==> src/rtl/sram_io_ctrl_burst_pkg.sv <==
// sram_io_ctrl_burst_pkg: mode codes, FSM states and frame parity width shared by the SRAM IO bridge.
// Frame parity is present only when SRAM_IO_PARITY_EN is defined.
package sram_io_ctrl_burst_pkg;
    typedef enum logic [1:0] {C_LOAD = 2'b00, C_READ = 2'b01, C_SHIFT = 2'b10, C_WRITE = 2'b11} ctrl_e;
    typedef enum logic [2:0] {S_IDLE, S_SHIFT, S_MEM_REQ, S_MEM_CAP, S_DONE} state_e;
`ifdef SRAM_IO_PARITY_EN
    localparam int PAR_W = 1;
`else
    localparam int PAR_W = 0;
`endif
endpackage

==> src/rtl/sram_io_ctrl_burst_shreg.sv <==
// sram_io_ctrl_burst_shreg: {parity,addr,data} frame register with full/data-only shift, data load and addr increment.
// With SRAM_IO_PARITY_EN the MSB even-parity bit is regenerated on data load or addr increment.
module sram_io_ctrl_burst_shreg
    import sram_io_ctrl_burst_pkg::*;
#(
    parameter int DW = 8,
    parameter int AW = 9,
    parameter int RW = AW + DW + PAR_W
) (
    input  logic          clk,
    input  logic          rst_n,
    input  logic          shift_all,
    input  logic          shift_data,
    input  logic          load_data,
    input  logic          inc,
    input  logic          si,
    input  logic [DW-1:0] pi,
    output logic [RW-1:0] q
);
    logic [AW-1:0] addr_n;
    logic [DW-1:0] data_n;
    assign addr_n = q[AW+DW-1:DW] + AW'(inc);
    assign data_n = load_data ? pi : shift_data ? {si, q[DW-1:1]} : q[DW-1:0];
    always_ff @(posedge clk or negedge rst_n) begin
        if (!rst_n)
            q <= '0;
        else if (shift_all)
            q <= {si, q[RW-1:1]};
        else if (shift_data || load_data || inc)
`ifdef SRAM_IO_PARITY_EN
            q <= {(load_data || inc) ? ^{addr_n, data_n} : q[RW-1], addr_n, data_n};
`else
            q <= {addr_n, data_n};
`endif
    end
endmodule

==> src/rtl/sram_io_ctrl_burst.sv <==
// sram_io_ctrl_burst: serial-to-SRAM bridge with frame load, data shift, SRAM read/write and addr auto-increment.
// Optional frame parity check enabled by defining SRAM_IO_PARITY_EN.
module sram_io_ctrl_burst
    import sram_io_ctrl_burst_pkg::*;
#(
    parameter int DATA_WIDTH = 8,
    parameter int ADDR_WIDTH = 9
) (
    input  logic                  clk,
    input  logic                  rst_n,
    input  logic                  bgn,
    input  logic                  load_n,
    input  logic [1:0]            ctrl,
    input  logic                  ainc,
    input  logic                  si,
    input  logic [DATA_WIDTH-1:0] pi,
    output logic                  rdy,
    output logic                  cen,
    output logic                  wen,
    output logic [ADDR_WIDTH-1:0] a,
    output logic [DATA_WIDTH-1:0] po,
    output logic                  so,
    output logic                  perr
);
    localparam int REG_W = ADDR_WIDTH + DATA_WIDTH + PAR_W;
    localparam int CW = $clog2(REG_W + 1);
    state_e state, state_n;
    ctrl_e op;
    logic inc_en, start, last, sh_all, sh_data, ld, inc;
    logic [CW-1:0] cnt;
    logic [REG_W-1:0] q;
    assign start = state == S_IDLE && bgn && !load_n;
    assign last = cnt == CW'(op == C_LOAD ? REG_W - 1 : DATA_WIDTH - 1);
    always_ff @(posedge clk or negedge rst_n) begin
        if (!rst_n)
            state <= S_IDLE;
        else
            state <= state_n;
    end
    always_ff @(posedge clk or negedge rst_n) begin
        if (!rst_n) begin
            op <= C_LOAD;
            inc_en <= 1'b0;
            cnt <= '0;
        end else if (start) begin
            op <= ctrl_e'(ctrl);
            inc_en <= ainc;
            cnt <= '0;
        end else if (state == S_SHIFT) begin
            cnt <= cnt + CW'(1);
        end
    end
    always_comb begin
        state_n = state;
        case (state)
            S_IDLE:    state_n = start ? (ctrl[0] ? S_MEM_REQ : S_SHIFT) : S_IDLE;
            S_SHIFT:   state_n = !bgn ? S_IDLE : last ? S_DONE : S_SHIFT;
            S_MEM_REQ: state_n = !bgn ? S_IDLE : op == C_WRITE ? S_DONE : S_MEM_CAP;
            S_MEM_CAP: state_n = !bgn ? S_IDLE : S_DONE;
            S_DONE:    state_n = bgn ? S_DONE : S_IDLE;
            default:   state_n = S_IDLE;
        endcase
    end
    // SRAM strobes are gated by bgn so an abort during MEM_REQ never reaches the macro
    always_comb begin
        rdy = state == S_DONE;
        cen = !(state == S_MEM_REQ && bgn && !(op == C_WRITE && perr));
        wen = !(state == S_MEM_REQ && bgn && op == C_WRITE && !perr);
        sh_all = state == S_SHIFT && bgn && op == C_LOAD;
        sh_data = state == S_SHIFT && bgn && op == C_SHIFT;
        ld = state == S_MEM_CAP && bgn;
        inc = inc_en && bgn && ((state == S_MEM_REQ && op == C_WRITE) || state == S_MEM_CAP);
    end
`ifdef SRAM_IO_PARITY_EN
    always_ff @(posedge clk or negedge rst_n) begin
        if (!rst_n)
            perr <= 1'b0;
        else if (start && ctrl == C_LOAD)
            perr <= 1'b0;
        else if (sh_all && last)
            perr <= ^{si, q[REG_W-1:1]};
    end
`else
    assign perr = 1'b0;
`endif
    sram_io_ctrl_burst_shreg #(.DW(DATA_WIDTH), .AW(ADDR_WIDTH), .RW(REG_W)) u_shreg (
        .clk(clk),
        .rst_n(rst_n),
        .shift_all(sh_all),
        .shift_data(sh_data),
        .load_data(ld),
        .inc(inc),
        .si(si),
        .pi(pi),
        .q(q)
    );
    assign a = q[ADDR_WIDTH+DATA_WIDTH-1:DATA_WIDTH];
    assign po = q[DATA_WIDTH-1:0];
    assign so = q[0];
endmodule

==> config.mk <==
export PLATFORM = sky130hd
export DESIGN_NAME = sram_io_ctrl_burst
export DESIGN_NICKNAME = d
export VERILOG_FILES = /design/src/rtl/sram_io_ctrl_burst_pkg.sv /design/src/rtl/sram_io_ctrl_burst_shreg.sv /design/src/rtl/sram_io_ctrl_burst.sv
export SDC_FILE = /design/constraint.sdc
export NUM_CORES = 1
export LEC_CHECK = 0
export CAP_MARGIN = 0
export CORE_MARGIN = 2
export CORE_UTILIZATION = 40
export CTS_BUF_LIST = sky130_fd_sc_hd__clkbuf_4 sky130_fd_sc_hd__clkbuf_8
export CTS_CLUSTER_DIAMETER = 30
export DETAILED_ROUTE_END_ITERATION = 8
export PLACE_DENSITY = 0.71
export SYNTH_ARGS = -nofsm -noshare
export SYNTH_HDL_FRONTEND = slang
export SYNTH_SLANG_ARGS = --single-unit
==> constraint.sdc <==
create_clock -name clk -period 5.4 [get_ports clk]
set_input_delay 0.81 -clock clk [delete_from_list [all_inputs] [get_ports clk]]
set_output_delay 0.81 -clock clk [all_outputs]
set_load 0.01 [all_outputs]
# Yosys cells after proc, flatten, opt, wreduce, memory -nomap -nowiden
# Index checks and enable logic that the tools add are counted.
dict set report classes {
  add_sub_neg 2
  n_reduce_logical 24
  muxes 15
  eq_ne 7
}
# op count
set op_table {}
lappend op_table {{$mux 17} 2}
lappend op_table {{$mux 8} 2}
lappend op_table {{$mux 3} 5}
lappend op_table {{$mux 5} 3}
lappend op_table {{$pmux 3 s4} 1}
lappend op_table {{$logic_and 1x1->1} 11}
lappend op_table {{$add 9x1->9} 1}
lappend op_table {{$eq 3x2->1 const B} 2}
lappend op_table {{$add 5x1->5 const B} 1}
lappend op_table {{$eq 5x5->1} 1}
lappend op_table {{$eq 2x2->1 const B} 2}
lappend op_table {{$mux 2} 2}
lappend op_table {{$reduce_bool 2->1} 2}
lappend op_table {{$eq 3x1->1 const B} 1}
lappend op_table {{$eq 3x3->1 const B} 1}
lappend op_table {{$logic_not 1->1} 3}
lappend op_table {{$logic_not 3->1} 1}
lappend op_table {{$logic_or 1x1->1} 3}
lappend op_table {{$reduce_bool 3->1} 1}
lappend op_table {{$logic_not 2->1} 1}
lappend op_table {{$reduce_and 2->1} 1}
lappend op_table {{$reduce_or 2->1} 1}
dict set report totals {
  regBits 28
  out_inout_bits 22
  word_cells 54
  input_bits 16
}

# Logic depth before layout (Yosys ltp)
# Gate-level depths: netlist of run 1.
dict set report logic_depth {
  word_depth 7
  ltp_mapped 8
  depth_no_buf 8
}

# By module
# A second synthesis of run 1 with hierarchy kept.
dict set report hier_totals {
  cells_unflattened 170
  area_unflattened_um2 1666.6
}
# mod cells_each instances area_each_um2
set modules_own_cells {}
lappend modules_own_cells {sram_io_ctrl_burst_shreg 107 1 1036.0}
lappend modules_own_cells {sram_io_ctrl_burst 63 1 630.6}

# Worst setup path after synthesis of run 1
# No wires, ideal clock.
dict set report synth_path {
  kind {input to register}
  start {input bgn}
  end {register u_shreg.q[16]}
  setup_time_ps 124
  n_path_buf 0
  path_slack_ps 3212
  path_stages 8
  arrival_time_ps 2064
  required_ps 5276
  path_cell_list {nand3b_1 a211oi_1 ha_1 ha_1 and3_1 and3_1 a31oi_1 a2bb2oi_1}
}
dict set report synth_via {
  elab_chain_len 5
  word_cells_on_any_way 12
  classes_between {1 x add/sub; 2 x mux; 9 x reduce/logical}
}
# item line_no
set synth_lines {}
lappend synth_lines {{start: declaration} sram_io_ctrl_burst.sv:11} ;# input logic bgn,
lappend synth_lines {{$logic_and 1x1->1, on equally long branches} {sram_io_ctrl_burst.sv:72, sram_io_ctrl_burst.sv:69, sram_io_ctrl_burst.sv:70}}
lappend synth_lines {{$logic_and 1x1->1, on equally long branches} {sram_io_ctrl_burst.sv:72, sram_io_ctrl_burst.sv:70}}
lappend synth_lines {{$add 9x1->9 / $logic_or 1x1->1 (equally long branches)} {sram_io_ctrl_burst_shreg.sv:22, sram_io_ctrl_burst_shreg.sv:29}}
lappend synth_lines {{$mux 17 / $logic_or 1x1->1 (equally long branches)} sram_io_ctrl_burst_shreg.sv:29} ;# else if (shift_data || load_data || inc)
lappend synth_lines {{$mux 17 / $reduce_bool 2->1 (equally long branches)} n/a}
lappend synth_lines {{end signal: assignment} sram_io_ctrl_burst_shreg.sv:28} ;# q <= {si, q[RW-1:1]};
lappend synth_lines {{end signal: assignment} sram_io_ctrl_burst_shreg.sv:33} ;# q <= {addr_n, data_n};
lappend synth_lines {{end: declaration} sram_io_ctrl_burst_shreg.sv:18} ;# output logic [RW-1:0] q
# Parallel ways exist; a longest one is shown, timed or not. The select of a mux whose other input is x is not followed.
# A chain may end at the register's enable or synchronous reset.

# Final worst setup path of run 1
dict set report layout_path {
  start {input bgn}
  end {output wen}
}
dict set report layout_via {
  elab_chain_len 3
}
# item line_no
set layout_lines {}
lappend layout_lines {{$logic_and 1x1->1 (2 in series)} sram_io_ctrl_burst.sv:68} ;# wen = !(state == S_MEM_REQ && bgn && op == C_WRITE && !perr);
lappend layout_lines {{$logic_not 1->1} sram_io_ctrl_burst.sv:68}
lappend layout_lines {{end: declaration} sram_io_ctrl_burst.sv:19} ;# output logic wen,
# Every way passes these cells.

==> impl_metrics.ini, run 1 <==
[floorplanning]
num_rows = 22
core_um2 = 3720
io_pins = 38
start_util_pct = 42.0
die_w_um = 66.4
dieArea_um2 = 4410
die_h_um = 66.4

[pwr]
p_switching_w = 0.000287
combPwrFrac_pct = 37.9
ir_worst_vdd_uv = 180
leakagePower_nw = 0.867
powerDensity_nw_per_um2 = 421
power_switching_share_pct = 33.8
clkPwrFrac_pct = 19.6
intPower_w = 0.000560
seqPwrFrac_pct = 42.6

[placement]
place_inst = 245
hpwlAfterDp_um = 2440
gp_congestion = 0.789
port_buffers = 36

[worst_setup_path]
cp-start-kind = primary input
path_cells = clkdlybuf4s50_1, nand3b_1, nor2_1, nand3_1, clkdlybuf4s50_1
max_stage_delay_ps = 580
r2r_start = state[2]
reg2reg_depth = 8
cp_common_cell = clkdlybuf4s50_1
reg2reg_setup_slack_ps = 3270
worstPathRequired_ps = 4590
r2r-end = u_shreg.q[16]
crit_type = primary input to primary output
arrival_ps = 2300
critPathMaxFanout = 6
startpoint = bgn
crit_path_end_kind = primary output
critPathCapture = wen
crit_slowest_cell = clkdlybuf4s50_1

[route]
drc = 0
wl_um = 3310
viasPerCell = 5.39
ant_nets = 0
drtIter0Drc = 71
dr.pass1.iters = 4
wl_per_cell_um = 13.3
vias = 1343

[synthesis]
synthTopCellsByArea = dfrtp_1 45%, mux2i_1 7.1%, nor2_1 4.3%
synth_nets = 187
synth.top_cell.area_share_pct = 44.9
synth_edf_count = 0
synth.avg_cell_area_um2 = 9.28
synth_flop_cell = dfrtp_1
synthTopCellsByCount = 28 x dfrtp_1, 18 x nor2_1, 11 x mux2i_1, 11 x nand2_1
synthArstFlopShare_pct = 100
ys_seq_area_share_pct = 44.9
ys_ff_latch = 28
yosysUniqueCellTypes = 42
syn_area_um2 = 1560
ys_warn_count = 0
synth_most_common_cell = dfrtp_1
synth_cells = 168
synth_top_cell_by_area = dfrtp_1

[clock_tree]
cts_tree = done
cts-buffers-inserted = 3
clockBufferDepth = 2
cts_resized = 0
clock_sinks = 28
clk_pin_slew_ps = 90
root_buffer = clkbuf_8
worst_skew_pair.late_latency_ps = 270
cts-hold-fix-buffers = 0
cts_setup_buffers = 0
h-tree-depth = 1

[final_layout]
drive_above_1_share_pct = 4.98
fillers = 346
num_antenna_cells = 0
nNetsFinal = 221
finalNonFillerCells = 249
syn_to_final_growth_pct = 29.2

[grt]
grt_max_degree = 29
antenna_found_initial = 0
grt_pass1_wl_um = 5450
grt_pass1_vias = 1224
overflow = 0
grt.total_usage_pct = 15.6

[job]
max_cap_violations = 0

[sta]
setup_violations = 0
fmax_mhz = 321
worst_pin_slew_ps = 571
finalCritPeriodShare_pct = 57.6
final-hold-violation-count = 0
min_period_ps = 3110
totalNegativeSetupSlack_ps = 0
relSlewSlack_pct = 61.8
maxSlewViolCount = 0
rsz0062_at_grt = no
clock_skew_ps = 4.12
whs_ps = 561

[status]
status = finished clean

[worst_hold_path]
min_path_type = flip-flop to flip-flop
==> cells by family after synthesis <==
group | after synthesis | share of synthesized area (%)
DFF | 28 | 44.9
AOI/OAI and AO/OA | 43 | 17.9
muxes | 12 | 7.79
buffers and inverters | 18 | 5.46
other | 1 | 0.241
xor gates and xnor gates | 4 | 2.25
and+or+nand+nor | 59 | 19.0
adders and majority gates | 3 | 2.41
==> routing by layer <==
metal | vias up | wire [µm] | global-route usage, %
li1 | 672 | - | -
met1 | 637 | 1570 | 21.2
met2 | 32 | 1600 | 26.0
met3 | 2 | 127 | 1.87
met4 | 0 | 17 | 4.85
met5 | - | 0 | 0
==> per-stage QoR <==
| stage | setup slack [ps] | power (W) | cell area [µm²] | util [%] |
|---|---|---|---|---|
| final | 2290 | 0.000847 | 2010 | 54.2 |
| after global routing | 2230 | 0.000903 | 2010 | 54.2 |
| after CTS | 2290 | 0.000854 | 2010 | 54.2 |
| after detailed placement | 2300 | 0.000687 | 1940 | 52.3 |
| after global placement | 2330 | 0.000678 | 1940 | 52.3 |
| after floorplan | 3210 | 0.000528 | 1560 | - |
==> power by group through the flow <==
stage / combinational, W / clock (W) / sequential, W
final: 0.000321 / 0.000166 / 0.000361
after global routing: 0.000349 / 0.000179 / 0.000374
after CTS: 0.000324 / 0.000170 / 0.000360
after detailed placement: 0.000322 / 0 / 0.000364
after global placement: 0.000318 / 0 / 0.000361
after floorplan: 0.000156 / 0 / 0.000371
==> state kept, by name, summed over array words and instances (netlist names) <==
register	cells
cnt	5
state	3
u_shreg.q	17
inc_en	1
op	2
==> how the worst min path moves through the flow <==
stage                       start             to  slack (ps)  depth (start not counted)
finish              u_shreg.q[16]  u_shreg.q[16]         560                          2
global route        u_shreg.q[16]  u_shreg.q[16]         600                          2
CTS                  u_shreg.q[7]   u_shreg.q[7]         560                          2
detailed placement   u_shreg.q[7]   u_shreg.q[7]         540                          2
global placement     u_shreg.q[7]   u_shreg.q[7]         540                          2
floorplan                   rst_n         cnt[0]         510                          0
==> area by class of cell <==
| type | instances | area (µm²) | area share [%] |
|---|---|---|---|
| tap | 48 | 60.1 | 2.98 |
| clock buffer | 3 | 41.3 | 2.05 |
| clock inverter | 1 | 30.0 | 1.49 |
| sequential | 28 | 701 | 34.8 |
| multi-input combinational | 122 | 773 | 38.4 |
| inverter | 9 | 33.8 | 1.68 |
| timing repair buffer | 38 | 375 | 18.6 |
==> critical path: cells and delay by family <==
| family | cells | cell delay (ps) |
|---|---|---|
| buffers and inverters | 2 | 1070 |
| AND/OR/NAND/NOR | 3 | 430 |
==> cells in the final DEF, fill, tap and decap left out, types with 4 or more instances in the layout <==
cell and count:
clkdlybuf4s50_1 36, dfrtp_1 28, nor2_1 18, nand2_1 11, mux2i_1 11, a21oi_1 10, o21ai_0 10, inv_1 9
nand3_1 8, and3_1 7, a2bb2oi_1 4
No activity file was read; power rests on OpenSTA's default activity.
==> run 2: changes to the inputs <==
- clock period: 5.4 -> 3.3 ns (I/O delays scaled with it)
==> run 2 against run 1 <==
  * Clock power is 9% higher
  * Cell area decreased by 1.5%
  * Sequential cell count unchanged
  * Sequential share of layout area grew 0.53 points
  * Register-to-register slack worse by 2100 ps
  * Die area unchanged
  * Sequential power grew 65%
  * Combinational power rose by 64%
  * Largest cell class unchanged
  * Largest power group unchanged
==> impl_metrics.ini, run 2 (synthesis results as in run 1) <==
[final_layout]
drive_above_1_share_pct = 4.50
nNetsFinal = 221
regMostFlops = u_shreg.q
seq_area_um2 = 701
layout_commonest_cell = clkdlybuf4s50_1
fillers = 344
syn_to_final_growth_pct = 27.3
final_cell_mix = 36 x clkdlybuf4s50_1, 28 x dfrtp_1, 18 x nor2_1
multi_input_area_um2 = 773
top_regs = u_shreg.q: 17 flops, cnt: 5 flops, state: 3 flops
num_antenna_cells = 0
largest_register_ffs = 17

[worst_setup_path]
path_cells = clkdlybuf4s50_1, nand3b_1, nor2_1, nand3_1, clkdlybuf4s50_1
r2r_start = state[2]
max_stage_delay_ps = 560
cp_common_cell = clkdlybuf4s50_1
reg2reg_depth = 8
crit_slowest_cell = clkdlybuf4s50_1
critPathCapture = wen
crit_path_end_kind = primary output
worst-path-stages = 5
cp-start-kind = primary input
arrival_ps = 1990
r2r-end = u_shreg.q[16]
reg2reg_setup_slack_ps = 1180
critPathTopFamily = buffers and inverters
critPathMaxFanout = 6
startpoint = bgn
crit_type = primary input to primary output
path_buf_inv = 2
worstPathRequired_ps = 2800

[clock_tree]
cts_tree = done
cts_setup_buffers = 0
root_buffer = clkbuf_8
h-tree-depth = 1
cts_resized = 0
cts-hold-fix-buffers = 0
cts-buffers-inserted = 3
clock_sinks = 28
worst_skew_pair.late_latency_ps = 270
clk_pin_slew_ps = 90
clockBufferDepth = 2

[floorplanning]
io_pins = 38
core_um2 = 3720
die_w_um = 66.4
num_rows = 22
dieArea_um2 = 4410
die_h_um = 66.4
start_util_pct = 42.0

[route]
wl_per_cell_um = 13.8
ant_nets = 0
wl_um = 3420
vias = 1357
dr.pass1.iters = 4
drtIter0Drc = 44
drc = 0
viasPerCell = 5.47

[sta]
totalNegativeSetupSlack_ps = 0
fmax_mhz = 402
final-hold-violation-count = 0
maxSlewViolCount = 0
worst_pin_slew_ps = 564
clock_skew_ps = 8.99
finalCritPeriodShare_pct = 75.4
rsz0062_at_grt = no
min_period_ps = 2490
relSlewSlack_pct = 62.2
whs_ps = 558
setup_violations = 0

[placement]
hpwlAfterDp_um = 2570
port_buffers = 36
gp_congestion = 0.892

[grt]
antenna_found_initial = 0
grt_max_degree = 29
overflow = 0
grt_pass1_vias = 1368
grt_pass1_wl_um = 5950
grt.total_usage_pct = 17.4

[job]
max_cap_violations = 0

[pwr]
powerDensity_nw_per_um2 = 656
ir_worst_vdd_uv = 252
leakagePower_nw = 0.853

[worst_hold_path]
min_path_type = flip-flop to flip-flop

[status]
status = finished clean
[run 2: final cells by class]
cell class,instances,area share [%]
Clock buffer,3,2.08
Inverter,9,1.70
Multi-Input combinational cell,122,39.0
Sequential cell,28,35.3
Tap cell,48,3.03
Timing Repair Buffer,38,18.9
[run 2: per-layer routing]
layer  part of all wire (%)  global-route usage (%)
met5                      0                       0
met4                    1.2                    7.65
met3                    2.7                    2.04
met2                     49                    28.6
met1                     47                    22.8
[run 2: worst min-delay path by stage]
stage / from / endpoint / slack [ps] / depth (start not counted)
after detailed placement: u_shreg.q[7] / u_shreg.q[7] / 540 / 2
after CTS: u_shreg.q[7] / u_shreg.q[7] / 570 / 2
final: u_shreg.q[7] / u_shreg.q[7] / 560 / 2
after global routing: cnt[4] / cnt[4] / 610 / 2
after global placement: u_shreg.q[7] / u_shreg.q[7] / 540 / 2
after floorplan: rst_n / cnt[0] / 200 / 0
[run 2: worst min-delay path, delay by kind of cell (launching register included)]
| family | cells | cell delay, ps |
|---|---|---|
| flops | 1 | 380 |
| compound gates | 2 | 140 |
[run 2: metrics by stage]
stage | total power (W) | std cells | util, % | setup WS (ps) | area (µm²)
after global placement | 0.00111 | 245 | 52.3 | 754 | 1940
after global routing | 0.00141 | 248 | 53.4 | 741 | 1980
after CTS | 0.00131 | 248 | 53.4 | 831 | 1980
after detailed placement | 0.00113 | 245 | 52.3 | 665 | 1940
after floorplan | 0.000863 | 168 | - | 1420 | 1560
final | 0.00130 | 248 | 53.4 | 811 | 1980
[run 2: where the power goes]
part / total, W / internal [W] / switching (W)
registers: 0.000594 / 0.000460 / 0.000134
logic: 0.000528 / 0.000296 / 0.000232
clock network: 0.000181 / 0.0000818 / 0.0000993
==> run 3: changes to the inputs <==
- PLACE_DENSITY: 0.71 -> 0.73
- clock period: 3.3 -> 2.2 ns (I/O delays scaled with it)
==> run 3 against run 2 <==
  * Routed wire length is 2.2% lower
  * Sequential power is 49% higher
  * Via count is 0.74% higher
  * First-iteration DRC count is 95% higher
  * Critical endpoint is now cen
==> impl_metrics.ini, run 3 (synthesis results as in run 1) <==
[grt]
grt_pass1_vias = 1349
grt_max_degree = 29
grt_pass1_wl_um = 5820
overflow = 0
antenna_found_initial = 0
grt.total_usage_pct = 17.0

[final_layout]
multi_input_area_um2 = 776
final_cell_mix = 35 x clkdlybuf4s50_1, 28 x dfrtp_1, 17 x nor2_1
seq_area_um2 = 701
layout_commonest_cell = clkdlybuf4s50_1
top_regs = u_shreg.q: 17 flops, cnt: 5 flops, state: 3 flops
fin_util_pct = 56.1
syn_to_final_growth_pct = 33.8
stdcell_area_um2 = 2090
drive_above_1_share_pct = 10.4
regMostFlops = u_shreg.q
fillers = 341
num_antenna_cells = 0
nNetsFinal = 232
largest_register_ffs = 17

[pwr]
leakagePower_nw = 0.914
combPwrFrac_pct = 40.5
intPower_w = 0.00132
power_switching_share_pct = 34.9
clkPwrFrac_pct = 15.7
ir_worst_vdd_uv = 364
p_switching_w = 0.000705
seqPwrFrac_pct = 43.8
powerDensity_nw_per_um2 = 969

[worst_setup_path]
critPathTopFamily = buffers and inverters
reg2reg_depth = 8
crit_slowest_cell = clkdlybuf4s50_1
max_stage_delay_ps = 480
crit_path_end_kind = primary output
crit_type = primary input to primary output
worstPathRequired_ps = 1870
critPathMaxFanout = 3
path_cells = clkdlybuf4s50_1, nand3b_1, buf_4, nor2_2, inv_1, clkdlybuf4s50_1
reg2reg_setup_slack_ps = 190
cp-start-kind = primary input
r2r_start = state[1]
cp_common_cell = clkdlybuf4s50_1
arrival_ps = 1740
r2r-end = u_shreg.q[16]
path_buf_inv = 4

[sta]
min_period_ps = 2070
finalCritPeriodShare_pct = 94.0
fmax_mhz = 483
rsz0062_at_grt = no
setup_violations = 0
maxSlewViolCount = 0
final-hold-violation-count = 0
clock_skew_ps = 2.60

[placement]
placed_cell_area_um2 = 2030
hpwlAfterDp_um = 2470
port_buffers = 36
gp_congestion = 0.788

[clock_tree]
root_buffer = clkbuf_8
clk_pin_slew_ps = 90
clock_sinks = 28
cts_resized = 0
h-tree-depth = 1
worst_skew_pair.late_latency_ps = 270
cts_tree = done
clockBufferDepth = 2
cts_setup_buffers = 0
cts-buffers-inserted = 3
cts-hold-fix-buffers = 0

[route]
drc = 0
ant_nets = 0
viasPerCell = 5.26
wl_um = 3340
wl_met1_um = 1630
dr.pass1.iters = 6
top_layer = met4
drtIter0Drc = 86
vias = 1367
wl_met2_um = 1520
wl_per_cell_um = 12.8
wl_met3_um = 123

[floorplanning]
core_um2 = 3720
io_pins = 38
start_util_pct = 42.0
die_h_um = 66.4
dieArea_um2 = 4410
num_rows = 22
die_w_um = 66.4

[status]
status = finished clean

[worst_hold_path]
min_path_type = primary input to asynchronous set/reset pin

[job]
max_cap_violations = 0
run 3: changes by cell type in the layout (fill, tap and decap cells not counted), sizes merged:
cell / change
clkbuf: +1
dlymetal6s2s: +1
clkdlybuf4s50: -1
buf: +11
run 3: power by group through the flow:
| stage | sequential [W] | combinational, W | clock (W) |
|---|---|---|---|
| 3_3_place_gp | 0.000888 | 0.000808 | 0 |
| 5_1_grt | 0.000915 | 0.000907 | 0.000349 |
| 2_1_floorplan | 0.000911 | 0.000384 | 0 |
| 4_1_cts | 0.000881 | 0.000825 | 0.000328 |
| 3_5_place_dp | 0.000891 | 0.000823 | 0 |
| 6_report | 0.000885 | 0.000818 | 0.000318 |
run 3: layout make-up:
| cell class | count | share of cell area, % |
|---|---|---|
| multi-input combinational | 122 | 37.2 |
| sequential | 28 | 33.6 |
| inverter | 9 | 1.62 |
| tap | 48 | 2.88 |
| timing repair buffer | 49 | 22.1 |
| clock buffer | 4 | 2.64 |
run 3: stage by stage:
stage | worst slack [ps] | cells | hold WS, ps | total power [W] | setup TNS [ps]
3_5_place_dp | -122 | 256 | 546 | 0.00171 | -224
2_1_floorplan | 317 | 168 | 34.4 | 0.00130 | 0
3_3_place_gp | -104 | 256 | 533 | 0.00170 | -173
6_report | 131 | 260 | 422 | 0.00202 | 0
5_1_grt | 22.8 | 260 | 443 | 0.00217 | 0
4_1_cts | 31.8 | 260 | 433 | 0.00203 | 0
run 3: how the worst max path moves through the flow:
stage / cells past startpoint / end / startpoint
after floorplan: 8 / u_shreg.q[16] / state[2]
after global placement: 9 / u_shreg.q[16] / bgn
after detailed placement: 9 / u_shreg.q[16] / bgn
after CTS: 6 / wen / bgn
after global routing: 9 / u_shreg.q[14] / bgn
final: 6 / cen / bgn
run 3: per-layer routing:
metal	vias up	track usage, %
li1	690	-
met1	637	21.9
met2	35	28.7
met3	5	1.70
met4	0	7.14
met5	-	0
